`src/rtl/llander_rom_pkg.sv`:
```
// Shared types and address-map constants for the Lunar Lander ROM download path.
// Region bases are derived from the three ROM sizes so the map stays consistent.
package llander_rom_pkg;

    localparam int PROG_BYTES = 8192;
    localparam int VEC_BYTES  = 2048;
    localparam int PROM_BYTES = 256;

    localparam logic [15:0] VEC_BASE  = 16'(PROG_BYTES);
    localparam logic [15:0] PROM_BASE = 16'(PROG_BYTES + VEC_BYTES);
    localparam logic [15:0] END_ADDR  = 16'(PROG_BYTES + VEC_BYTES + PROM_BYTES);

    // Byte counters carry one spare bit so an over-long region never aliases to "full".
    localparam int PROG_CNT_W = $clog2(PROG_BYTES + 1) + 1;
    localparam int VEC_CNT_W  = $clog2(VEC_BYTES + 1) + 1;
    localparam int PROM_CNT_W = $clog2(PROM_BYTES + 1) + 1;

    localparam logic [PROG_CNT_W-1:0] PROG_CNT_FULL = PROG_CNT_W'(PROG_BYTES);
    localparam logic [VEC_CNT_W-1:0]  VEC_CNT_FULL  = VEC_CNT_W'(VEC_BYTES);
    localparam logic [PROM_CNT_W-1:0] PROM_CNT_FULL = PROM_CNT_W'(PROM_BYTES);

    typedef enum logic [1:0] {
        REG_PROG,
        REG_VEC,
        REG_PROM,
        REG_NONE
    } region_e;

    typedef enum logic [2:0] {
        ST_IDLE,
        ST_LOAD,
        ST_CHECK,
        ST_READY,
        ST_ERR
    } state_e;

    function automatic region_e decode_region(input logic [15:0] addr);
        region_e r;
        if (addr < VEC_BASE)
            r = REG_PROG;
        else if (addr < PROM_BASE)
            r = REG_VEC;
        else if (addr < END_ADDR)
            r = REG_PROM;
        else
            r = REG_NONE;
        return r;
    endfunction

endpackage

```
`src/rtl/llander_vec_packer.sv`:
```
// Packs even/odd vector ROM bytes into 16-bit AVG words {odd, even}.
// Flags any byte that arrives out of pair order.
module llander_vec_packer
    import llander_rom_pkg::*;
(
    input  logic        i_clk,
    input  logic        i_rst,
    input  logic        i_clear,
    input  logic        i_wr,
    input  logic [10:0] i_off,
    input  logic [7:0]  i_data,
    output logic        o_we,
    output logic [9:0]  o_addr,
    output logic [15:0] o_data,
    output logic        o_lo_valid,
    output logic        o_order_err
);

    logic        r_we;
    logic [9:0]  r_addr;
    logic [15:0] r_word;
    logic [7:0]  r_hold;
    logic [9:0]  r_idx;
    logic        r_lo_valid;
    logic        r_order_err;

    always_ff @(posedge i_clk or posedge i_rst) begin
        if (i_rst) begin
            r_we        <= 1'b0;
            r_addr      <= '0;
            r_word      <= '0;
            r_hold      <= '0;
            r_idx       <= '0;
            r_lo_valid  <= 1'b0;
            r_order_err <= 1'b0;
        end else begin
            r_we <= 1'b0;
            if (i_clear) begin
                r_lo_valid  <= 1'b0;
                r_order_err <= 1'b0;
            end else if (i_wr) begin
                if (!i_off[0]) begin
                    // A second even byte before its partner loses the first one.
                    if (r_lo_valid)
                        r_order_err <= 1'b1;
                    r_hold     <= i_data;
                    r_idx      <= i_off[10:1];
                    r_lo_valid <= 1'b1;
                end else if (r_lo_valid && (r_idx == i_off[10:1])) begin
                    r_we       <= 1'b1;
                    r_word     <= {i_data, r_hold};
                    r_addr     <= i_off[10:1];
                    r_lo_valid <= 1'b0;
                end else begin
                    r_order_err <= 1'b1;
                end
            end
        end
    end

    assign o_we        = r_we;
    assign o_addr      = r_addr;
    assign o_data      = r_word;
    assign o_lo_valid  = r_lo_valid;
    assign o_order_err = r_order_err;

endmodule

```
`src/rtl/llander_rom_loader.sv`:
```
// HPS download receiver: routes stream bytes to program ROM, vector ROM and state PROM,
// then validates byte counts, pairing and range before releasing rom_ready.
module llander_rom_loader
    import llander_rom_pkg::*;
(
    input  logic        clk_25,
    input  logic        reset,
    input  logic        dn_download,
    input  logic [15:0] dn_addr,
    input  logic [7:0]  dn_data,
    input  logic        dn_wr,
    output logic        prog_we,
    output logic [12:0] prog_addr,
    output logic [7:0]  prog_data,
    output logic        vec_we,
    output logic [9:0]  vec_addr,
    output logic [15:0] vec_data,
    output logic        prom_we,
    output logic [7:0]  prom_addr,
    output logic [7:0]  prom_data,
    output logic        rom_ready,
    output logic        rom_err,
    output logic [15:0] checksum
);

    state_e                r_state;
    logic                  r_dl_prev;
    logic [PROG_CNT_W-1:0] r_cnt_prog;
    logic [VEC_CNT_W-1:0]  r_cnt_vec;
    logic [PROM_CNT_W-1:0] r_cnt_prom;
    logic                  r_range_err;
    logic [15:0]           r_checksum;
    logic                  r_prog_we;
    logic [12:0]           r_prog_addr;
    logic [7:0]            r_prog_data;
    logic                  r_prom_we;
    logic [7:0]            r_prom_addr;
    logic [7:0]            r_prom_data;
    logic                  r_rom_ready;
    logic                  r_rom_err;

    logic        w_rise;
    logic        w_fall;
    logic        w_accept;
    region_e     w_region;
    logic        w_vec_wr;
    logic [10:0] w_vec_off;
    logic [7:0]  w_prom_off;
    logic        w_lo_valid;
    logic        w_order_err;
    logic        w_load_ok;

    assign w_rise     = dn_download & ~r_dl_prev;
    assign w_fall     = ~dn_download & r_dl_prev;
    assign w_accept   = dn_wr && (r_state == ST_LOAD);
    assign w_region   = decode_region(dn_addr);
    assign w_vec_wr   = w_accept && (w_region == REG_VEC);
    assign w_vec_off  = 11'(dn_addr - VEC_BASE);
    assign w_prom_off = 8'(dn_addr - PROM_BASE);
    assign w_load_ok  = (r_cnt_prog == PROG_CNT_FULL) && (r_cnt_vec == VEC_CNT_FULL) &&
                        (r_cnt_prom == PROM_CNT_FULL) && !w_lo_valid &&
                        !r_range_err && !w_order_err;

    llander_vec_packer u_vec_packer (
        .i_clk       (clk_25),
        .i_rst       (reset),
        .i_clear     (w_rise),
        .i_wr        (w_vec_wr),
        .i_off       (w_vec_off),
        .i_data      (dn_data),
        .o_we        (vec_we),
        .o_addr      (vec_addr),
        .o_data      (vec_data),
        .o_lo_valid  (w_lo_valid),
        .o_order_err (w_order_err)
    );

    always_ff @(posedge clk_25 or posedge reset) begin
        if (reset) begin
            r_state     <= ST_IDLE;
            r_dl_prev   <= 1'b0;
            r_cnt_prog  <= '0;
            r_cnt_vec   <= '0;
            r_cnt_prom  <= '0;
            r_range_err <= 1'b0;
            r_checksum  <= '0;
            r_prog_we   <= 1'b0;
            r_prog_addr <= '0;
            r_prog_data <= '0;
            r_prom_we   <= 1'b0;
            r_prom_addr <= '0;
            r_prom_data <= '0;
            r_rom_ready <= 1'b0;
            r_rom_err   <= 1'b0;
        end else begin
            r_dl_prev <= dn_download;
            r_prog_we <= 1'b0;
            r_prom_we <= 1'b0;
            if (w_rise) begin
                r_state     <= ST_LOAD;
                r_cnt_prog  <= '0;
                r_cnt_vec   <= '0;
                r_cnt_prom  <= '0;
                r_range_err <= 1'b0;
                r_checksum  <= '0;
                r_rom_ready <= 1'b0;
                r_rom_err   <= 1'b0;
            end else begin
                case (r_state)
                    ST_LOAD: begin
                        // A strobe on the same edge as the falling download is still taken.
                        if (w_accept) begin
                            if (w_region != REG_NONE)
                                r_checksum <= r_checksum + 16'(dn_data);
                            case (w_region)
                                REG_PROG: begin
                                    r_prog_we   <= 1'b1;
                                    r_prog_addr <= 13'(dn_addr);
                                    r_prog_data <= dn_data;
                                    if (!(&r_cnt_prog))
                                        r_cnt_prog <= r_cnt_prog + 1'b1;
                                end
                                REG_VEC: begin
                                    if (!(&r_cnt_vec))
                                        r_cnt_vec <= r_cnt_vec + 1'b1;
                                end
                                REG_PROM: begin
                                    r_prom_we   <= 1'b1;
                                    r_prom_addr <= w_prom_off;
                                    r_prom_data <= dn_data;
                                    if (!(&r_cnt_prom))
                                        r_cnt_prom <= r_cnt_prom + 1'b1;
                                end
                                default: r_range_err <= 1'b1;
                            endcase
                        end
                        if (w_fall)
                            r_state <= ST_CHECK;
                    end
                    ST_CHECK: begin
                        if (w_load_ok) begin
                            r_state     <= ST_READY;
                            r_rom_ready <= 1'b1;
                        end else begin
                            r_state   <= ST_ERR;
                            r_rom_err <= 1'b1;
                        end
                    end
                    default: r_state <= r_state;
                endcase
            end
        end
    end

    assign prog_we   = r_prog_we;
    assign prog_addr = r_prog_addr;
    assign prog_data = r_prog_data;
    assign prom_we   = r_prom_we;
    assign prom_addr = r_prom_addr;
    assign prom_data = r_prom_data;
    assign rom_ready = r_rom_ready;
    assign rom_err   = r_rom_err;
    assign checksum  = r_checksum;

endmodule

```
`config.mk`:
```
export PLATFORM = sky130hd
export DESIGN_NAME = llander_rom_loader
export DESIGN_NICKNAME = d
export VERILOG_FILES = /design/src/rtl/llander_rom_pkg.sv /design/src/rtl/llander_vec_packer.sv /design/src/rtl/llander_rom_loader.sv
export SDC_FILE = /design/constraint.sdc
export NUM_CORES = 1
export LEC_CHECK = 0
export ABC_CLOCK_PERIOD_IN_PS = 4850
export CORE_AREA = 2 2 135 137
export DETAILED_ROUTE_END_ITERATION = 10
export DIE_AREA = 0 0 137 139
export MAX_ROUTING_LAYER = met4
export SETUP_SLACK_MARGIN = 0.5
export SLEW_MARGIN = 5
export SYNTH_ARGS = -nofsm -noshare
export SYNTH_HDL_FRONTEND = slang
export SYNTH_SLANG_ARGS = --single-unit
```
`constraint.sdc`:
```
create_clock -name clk_25 -period 4.85 [get_ports clk_25]
set_input_delay 0.97 -clock clk_25 [delete_from_list [all_inputs] [get_ports clk_25]]
set_output_delay 0.97 -clock clk_25 [all_outputs]
set_load 0.05 [all_outputs]
```
==> flow_metrics.tcl, run 1 <==
set metrics [dict create \
    synth.yosys.seq_area_share 0.531 \
    port_buffers 111 \
    vdd_drop_max_mv 0.294 \
    total_power_uw 3650 \
    root_buffer "clkbuf_16" \
    synthArstFlopShare 1.00 \
    r2r_setup_slack_ns 2.38 \
    clock_sinks 147 \
    synth_cells 605 \
    combPwrFrac 0.237 \
    final_max_slew_viol_count 0 \
    arrival_ns 3.39 \
    power_frac_clock 0.371 \
    crit_path_start_kind "primary input" \
    post_drt_wl_per_cell_um 17.2 \
    grt_start_max_net_pins 147 \
    drc 0 \
    worstPathMaxFanout 12 \
    postCtsSetupBuffers 0 \
    setup_viol 0 \
    cts_buffers 17 \
    first_pass_iters 4 \
    cp_slowest_stage_delay_ns 0.60 \
    nets 762 \
    critical_path_class "primary input to register" \
    internal_power_uw 2480 \
    post-route-period-util 0.625 \
    status "completed" \
    die_area_um2 19000 \
    drive_above_1_share 0.186 \
    via_per_inst 5.33 \
    wl_um 16500 \
    switching_power_uw 1170 \
    setup_tns_ns 0 \
    cts_tree "yes" \
    synth_cell_type_count 57 \
    cp_cell_sequence "clkdlybuf4s50_1 > or4_4 > a2111o_1 > or4_1 > a21oi_1" \
    cp_slowest_cell "or4_4" \
    seqPwrFrac 0.392 \
    clk_latency_ns 0.43 \
    clk_pin_slew_ns 0.06 \
    syn_avg_cell_area_um2 11.4 \
    layout_commonest_cell "dfrtp_1" \
    grt_overflow_total 0 \
    maxCapViolCount 0 \
    switching_share 0.320 \
    rows 49 \
    p_leak_uw 0.00383 \
    ys_ff_latch 147 \
    final_cell_mix "dfrtp_1 (147), clkdlybuf4s50_1 (111), mux2_2 (81)" \
    cts_resized 0 \
    via_count 5114 \
    syn_to_final_growth_pct 28.9 \
    ys_warn_count 0 \
    finClkSkew_ns 0.0109 \
    core_um2 17700 \
    die_h_um 139 \
    cp-end-kind "register" \
    initial_utilization 0.392 \
    relSlewSlack 0.378 \
    pwr_density_cell_nw_per_um2 409 \
    postCtsHoldBufs 0 \
    grtUsageTotal 0.188 \
    rsz0062_at_grt "false" \
    grt_pass1_vias 5256 \
    hp-class "register to register" \
    antenna_found_initial 0 \
    mappedNetlistArea_um2 6930 \
    synth_enable_flop_cells 0 \
    initialDrtViolationCount 204 \
    min_period_ns 3.03 \
    gp_congestion 0.835 \
    ys.flop_type "dfrtp_1" \
    hpwlAfterDp_um 11100 \
    fmax_mhz 330 \
    cp.required_ns 5.20 \
    cts_buffer_depth 2 \
    die_x_um 137 \
    antenna_left 0 \
    ios 112 \
    antenna_cells 0 \
    htreeDepth 4 \
    grt_pass1_wl_um 27200 \
    worst_pin_slew_ns 0.926 \
    syn_nets 648 \
    final-hold-violation-count 0 \
]
## state kept, by name, indices dropped and copies added (netlist names), 10 cells and up
| register | count |
|---|---|
| r_cnt_prog | 15 |
| r_cnt_vec | 13 |
| u_vec_packer.o_addr | 10 |
| r_cnt_prom | 10 |
| prog_addr | 13 |
| checksum | 16 |
| u_vec_packer.r_idx | 10 |
| u_vec_packer.o_data | 16 |
## synthesized netlist by cell type (all sizes together), types with 2 or more instances
| library cell | instances | area [µm²] |
|---|---|---|
| a2111oi | 5 | 50.0 |
| a211o | 2 | 17.5 |
| a211oi | 5 | 37.5 |
| a21o | 2 | 15.0 |
| a21oi | 23 | 119 |
| a31o | 4 | 35.0 |
| a31oi | 4 | 25.0 |
| a41o | 2 | 20.0 |
| and3 | 6 | 37.5 |
| and4 | 4 | 35.0 |
| buf | 10 | 48.8 |
| clkbuf | 15 | 56.3 |
| dfrtp | 147 | 3680 |
| ha | 14 | 175 |
| inv | 12 | 45.0 |
| mux2 | 81 | 912 |
| mux2i | 3 | 30.0 |
| nand2 | 39 | 146 |
| nand2b | 5 | 31.3 |
| nand3 | 21 | 105 |
| nand3b | 3 | 22.5 |
| nand4 | 17 | 106 |
| nor2 | 57 | 214 |
| nor2b | 2 | 12.5 |
| nor3 | 10 | 60.1 |
| nor3b | 3 | 22.5 |
| nor4 | 17 | 113 |
| nor4b | 9 | 78.8 |
| o21a | 6 | 45.0 |
| o21ai | 13 | 65.1 |
| o31ai | 2 | 15.0 |
| or3 | 3 | 18.8 |
| or4 | 3 | 26.3 |
| xnor2 | 38 | 333 |
| xor2 | 4 | 35.0 |
## worst paths after layout
| check | start | end | depth (start not counted) |
|---|---|---|---|
| max | dn_addr[9] | checksum[10]$_DFFE_PP0P_ | 5 |
| min reg2reg | rom_err$_DFFE_PP0P_ | rom_err$_DFFE_PP0P_ | 1 |
| min in group asynchronous | reset | prog_data[2]$_DFFE_PP0P_ | 2 |
| max in group asynchronous | reset | checksum[15]$_DFFE_PP0P_ | 3 |
| min | rom_err$_DFFE_PP0P_ | rom_err$_DFFE_PP0P_ | 1 |
| max reg2reg | r_state[2]$_DFFE_PP0P_ | r_cnt_vec[9]$_DFFE_PP0P_ | 5 |
## power by group through the flow
stage	Combinational, µW	Sequential [µW]	Clock, µW
final	866	1430	1350
after global routing	918	1450	1440
after CTS	873	1430	1380
after detailed placement	868	1450	0
after global placement	864	1450	0
after floorplan	237	1780	0
## logic make-up after synthesis
family / count (synthesis) / synth area share
buf+inv: 37 / 0.0217
flops: 147 / 0.531
compound gates: 75 / 0.0735
xor+xnor: 42 / 0.0531
mux: 84 / 0.136
simple gates: 205 / 0.156
fa+ha+maj: 15 / 0.0282
## final cells by class
cell class	instances	area [µm²]
inverters	12	48.8
clock inverters	14	178
fillers	1573	8730
multi-input cells	421	3120
clock buffers	17	425
well taps	229	287
flip-flops and latches	147	3680
repair buffers	120	1190
## worst max-delay path: cells and delay by family
family / cells / cell delay (ns)
and+or+nand+nor: 2 / 1.16
AOI/OAI and AO/OA: 2 / 0.73
buffers and inverters: 1 / 0.53
## per-stage QoR
stage / instance area (µm²) / cells / worst slack, ns / utilization / hold WS (ns)
final: 8930 / 960 / 1.82 / 0.506 / 0.499
after global routing: 8930 / 960 / 1.58 / 0.506 / 0.523
after CTS: 8930 / 960 / 1.85 / 0.506 / 0.501
after detailed placement: 8330 / 929 / 1.40 / 0.472 / 0.487
after global placement: 8330 / 929 / 1.40 / 0.472 / 0.482
after floorplan: 6930 / 605 / 2.03 / - / 0.468
## per-layer routing
layer	part of all wire	up-vias	track usage
li1	-	2419	-
met1	0.45	2525	0.243
met2	0.46	145	0.278
met3	0.072	25	0.0658
met4	0.013	0	0.0543
met5	0	-	-
No activity file was read; power rests on OpenSTA's default activity.
==> run 2, diff against run 1 <==
--- a/config.mk
+++ b/config.mk
@@ -5,7 +5,7 @@
 export SDC_FILE = /design/constraint.sdc
 export NUM_CORES = 1
 export LEC_CHECK = 0
-export ABC_CLOCK_PERIOD_IN_PS = 4850
+export ABC_CLOCK_PERIOD_IN_PS = 2600
 export CORE_AREA = 2 2 135 137
 export DETAILED_ROUTE_END_ITERATION = 10
 export DIE_AREA = 0 0 137 139
==> constraint.sdc (replaced) <==
create_clock -name clk_25 -period 2.6 [get_ports clk_25]
set_input_delay 0.52 -clock clk_25 [delete_from_list [all_inputs] [get_ports clk_25]]
set_output_delay 0.52 -clock clk_25 [all_outputs]
set_load 0.05 [all_outputs]
==> flow_metrics.tcl, run 2 (same netlist as run 1, synthesis figures left out) <==
set metrics [dict create \
    seqPwrFrac 0.385 \
    setup_viol 0 \
    ios 112 \
    core_um2 17700 \
    drc 0 \
    nets 851 \
    cts_buffers 17 \
    crit_path_start_kind "register" \
    hp-class "primary input to asynchronous set/reset pin" \
    final-hold-violation-count 0 \
    cp_common_cell "buf_6" \
    cp-startpoint "r_state[2]$_DFFE_PP0P_" \
    port_buffers 111 \
    cp-end-kind "register" \
    cp_num_buf_inv 5 \
    critical_path_class "register to register" \
    antenna_found_initial 3 \
    grt_overflow_total 0 \
    cp_cell_sequence "buf_6 > and4bb_4 > nand4b_1 > buf_6 > nor3_4 > buf_6 > buf_12 > buf_16 > mux2_4" \
    hpwlAfterDp_um 12500 \
    final_max_slew_viol_count 0 \
    critPathTopFamily "simple AND/OR/NAND/NOR gates" \
    fmax_mhz 448 \
    vdd_drop_max_mv 0.505 \
    die_h_um 139 \
    min_period_ns 2.23 \
    cp_slowest_cell "dfrtp_2" \
    gp_congestion 0.861 \
    root_buffer "clkbuf_16" \
    place_area_um2 8820 \
    postCtsHoldBufs 0 \
    initial_utilization 0.392 \
    worst_pin_slew_ns 0.575 \
    grt_start_max_net_pins 49 \
    antenna_left 0 \
    grtUsageTotal 0.213 \
    grt_pass1_wl_um 30500 \
    r2r_setup_slack_ns 0.37 \
    first_pass_iters 4 \
    pwr_density_cell_nw_per_um2 668 \
    post-route-cell-area_um2 10400 \
    clock_sinks 147 \
    cp_slowest_stage_delay_ns 0.40 \
    htreeDepth 4 \
    layout_commonest_cell "dfrtp_1" \
    cp.required_ns 2.90 \
    initialDrtViolationCount 299 \
    total_power_uw 6930 \
    setup_ws_ns 0.370 \
    cts_buffer_depth 2 \
    drive_above_1_share 0.350 \
    via_count 5575 \
    combPwrFrac 0.252 \
    r2r-start "r_state[2]$_DFFE_PP0P_" \
    dpl_worst_slack_ns -0.205 \
    worstPathMaxFanout 5 \
    p_leak_uw 0.00487 \
    arrival_ns 2.53 \
    syn_to_final_growth_pct 49.8 \
    grt_pass1_vias 5611 \
    clk_pin_slew_ns 0.06 \
    wl_um 19600 \
    rows 49 \
    maxCapViolCount 0 \
    die_area_um2 19000 \
    rsz0062_at_grt "true" \
    cts_tree "yes" \
    via_per_inst 5.30 \
    final_cell_mix "dfrtp_1 (146), dlygate4sd2_1 (90), buf_4 (65)" \
    die_x_um 137 \
    post_drt_wl_per_cell_um 18.6 \
    clk_latency_ns 0.42 \
    power_frac_clock 0.363 \
    status "completed" \
    internal_power_uw 4680 \
    finClkSkew_ns 0.00818 \
    relSlewSlack 0.618 \
    switching_power_uw 2250 \
    switching_share 0.325 \
    post-route-period-util 0.858 \
]
[run 2: changes by cell type in the layout (fill, tap and decap cells not counted), sizes merged]
cell           previous run  this run
diode                     0         3
dlymetal6s2s              0         5
buf                       9        97
dlygate4sd2               0        90
clkbuf                   17        20
clkinvlp                  4         5
inv                      16        13
clkdlybuf4s50           111        16
[run 2: power groups by stage]
stage               Clock, µW  Combinational [µW]  Sequential [µW]
floorplan                   0                 445             3310
global placement            0                1700             2700
detailed placement          0                1710             2710
CTS                      2560                1670             2660
global route             2680                1840             2690
finish                   2510                1740             2670
[run 2: per-layer routing]
metal,vias up,routed length (µm),GRT usage
met1,2835,8370,0.271
met5,-,0,-
met4,0,161,0.0483
met2,127,9750,0.327
met3,15,1310,0.0760
li1,2598,-,-
[run 2: stage by stage]
step / instances / TNS, ns / hold slack [ns] / util
2_1_floorplan: 605 / 0 / 0.468 / -
3_3_place_gp: 984 / -5.56 / 0.477 / 0.500
3_5_place_dp: 984 / -6.48 / 0.495 / 0.500
4_1_cts: 1036 / 0 / 0.492 / 0.551
5_1_grt: 1052 / 0 / 0.519 / 0.588
6_report: 1052 / 0 / 0.492 / 0.588
[run 2: final timing paths]
kind | endpoint | depth (start not counted)
max in group asynchronous | r_state[2]$_DFFE_PP0P_ | 3
worst min-delay path | u_vec_packer.o_data[10]$_DFFE_PP0P_ | 2
worst min register to register | prog_addr[10]$_DFFE_PP0P_ | 1
min in group clk_25 | prog_addr[10]$_DFFE_PP0P_ | 1
worst max-delay path | u_vec_packer.r_idx[9]$_DFFE_PP0P_ | 9
worst max register to register | u_vec_packer.r_idx[9]$_DFFE_PP0P_ | 9
[run 2: repair_timing]
item	4_1_cts	5_1_grt
pin swaps	21	36
resized for setup	134	112
cloned	5	1
setup endpoints to repair	176	110
buffers inserted	16	12
[run 2: cell type report]
class | count | area, µm²
multi-input combinational | 421 | 3720
antenna | 3 | 7.51
timing repair buffer | 209 | 2030
clock buffer | 19 | 443
tap | 229 | 287
fill | 1470 | 7280
clock inverter | 12 | 156
inverter | 12 | 48.8
sequential | 147 | 3680
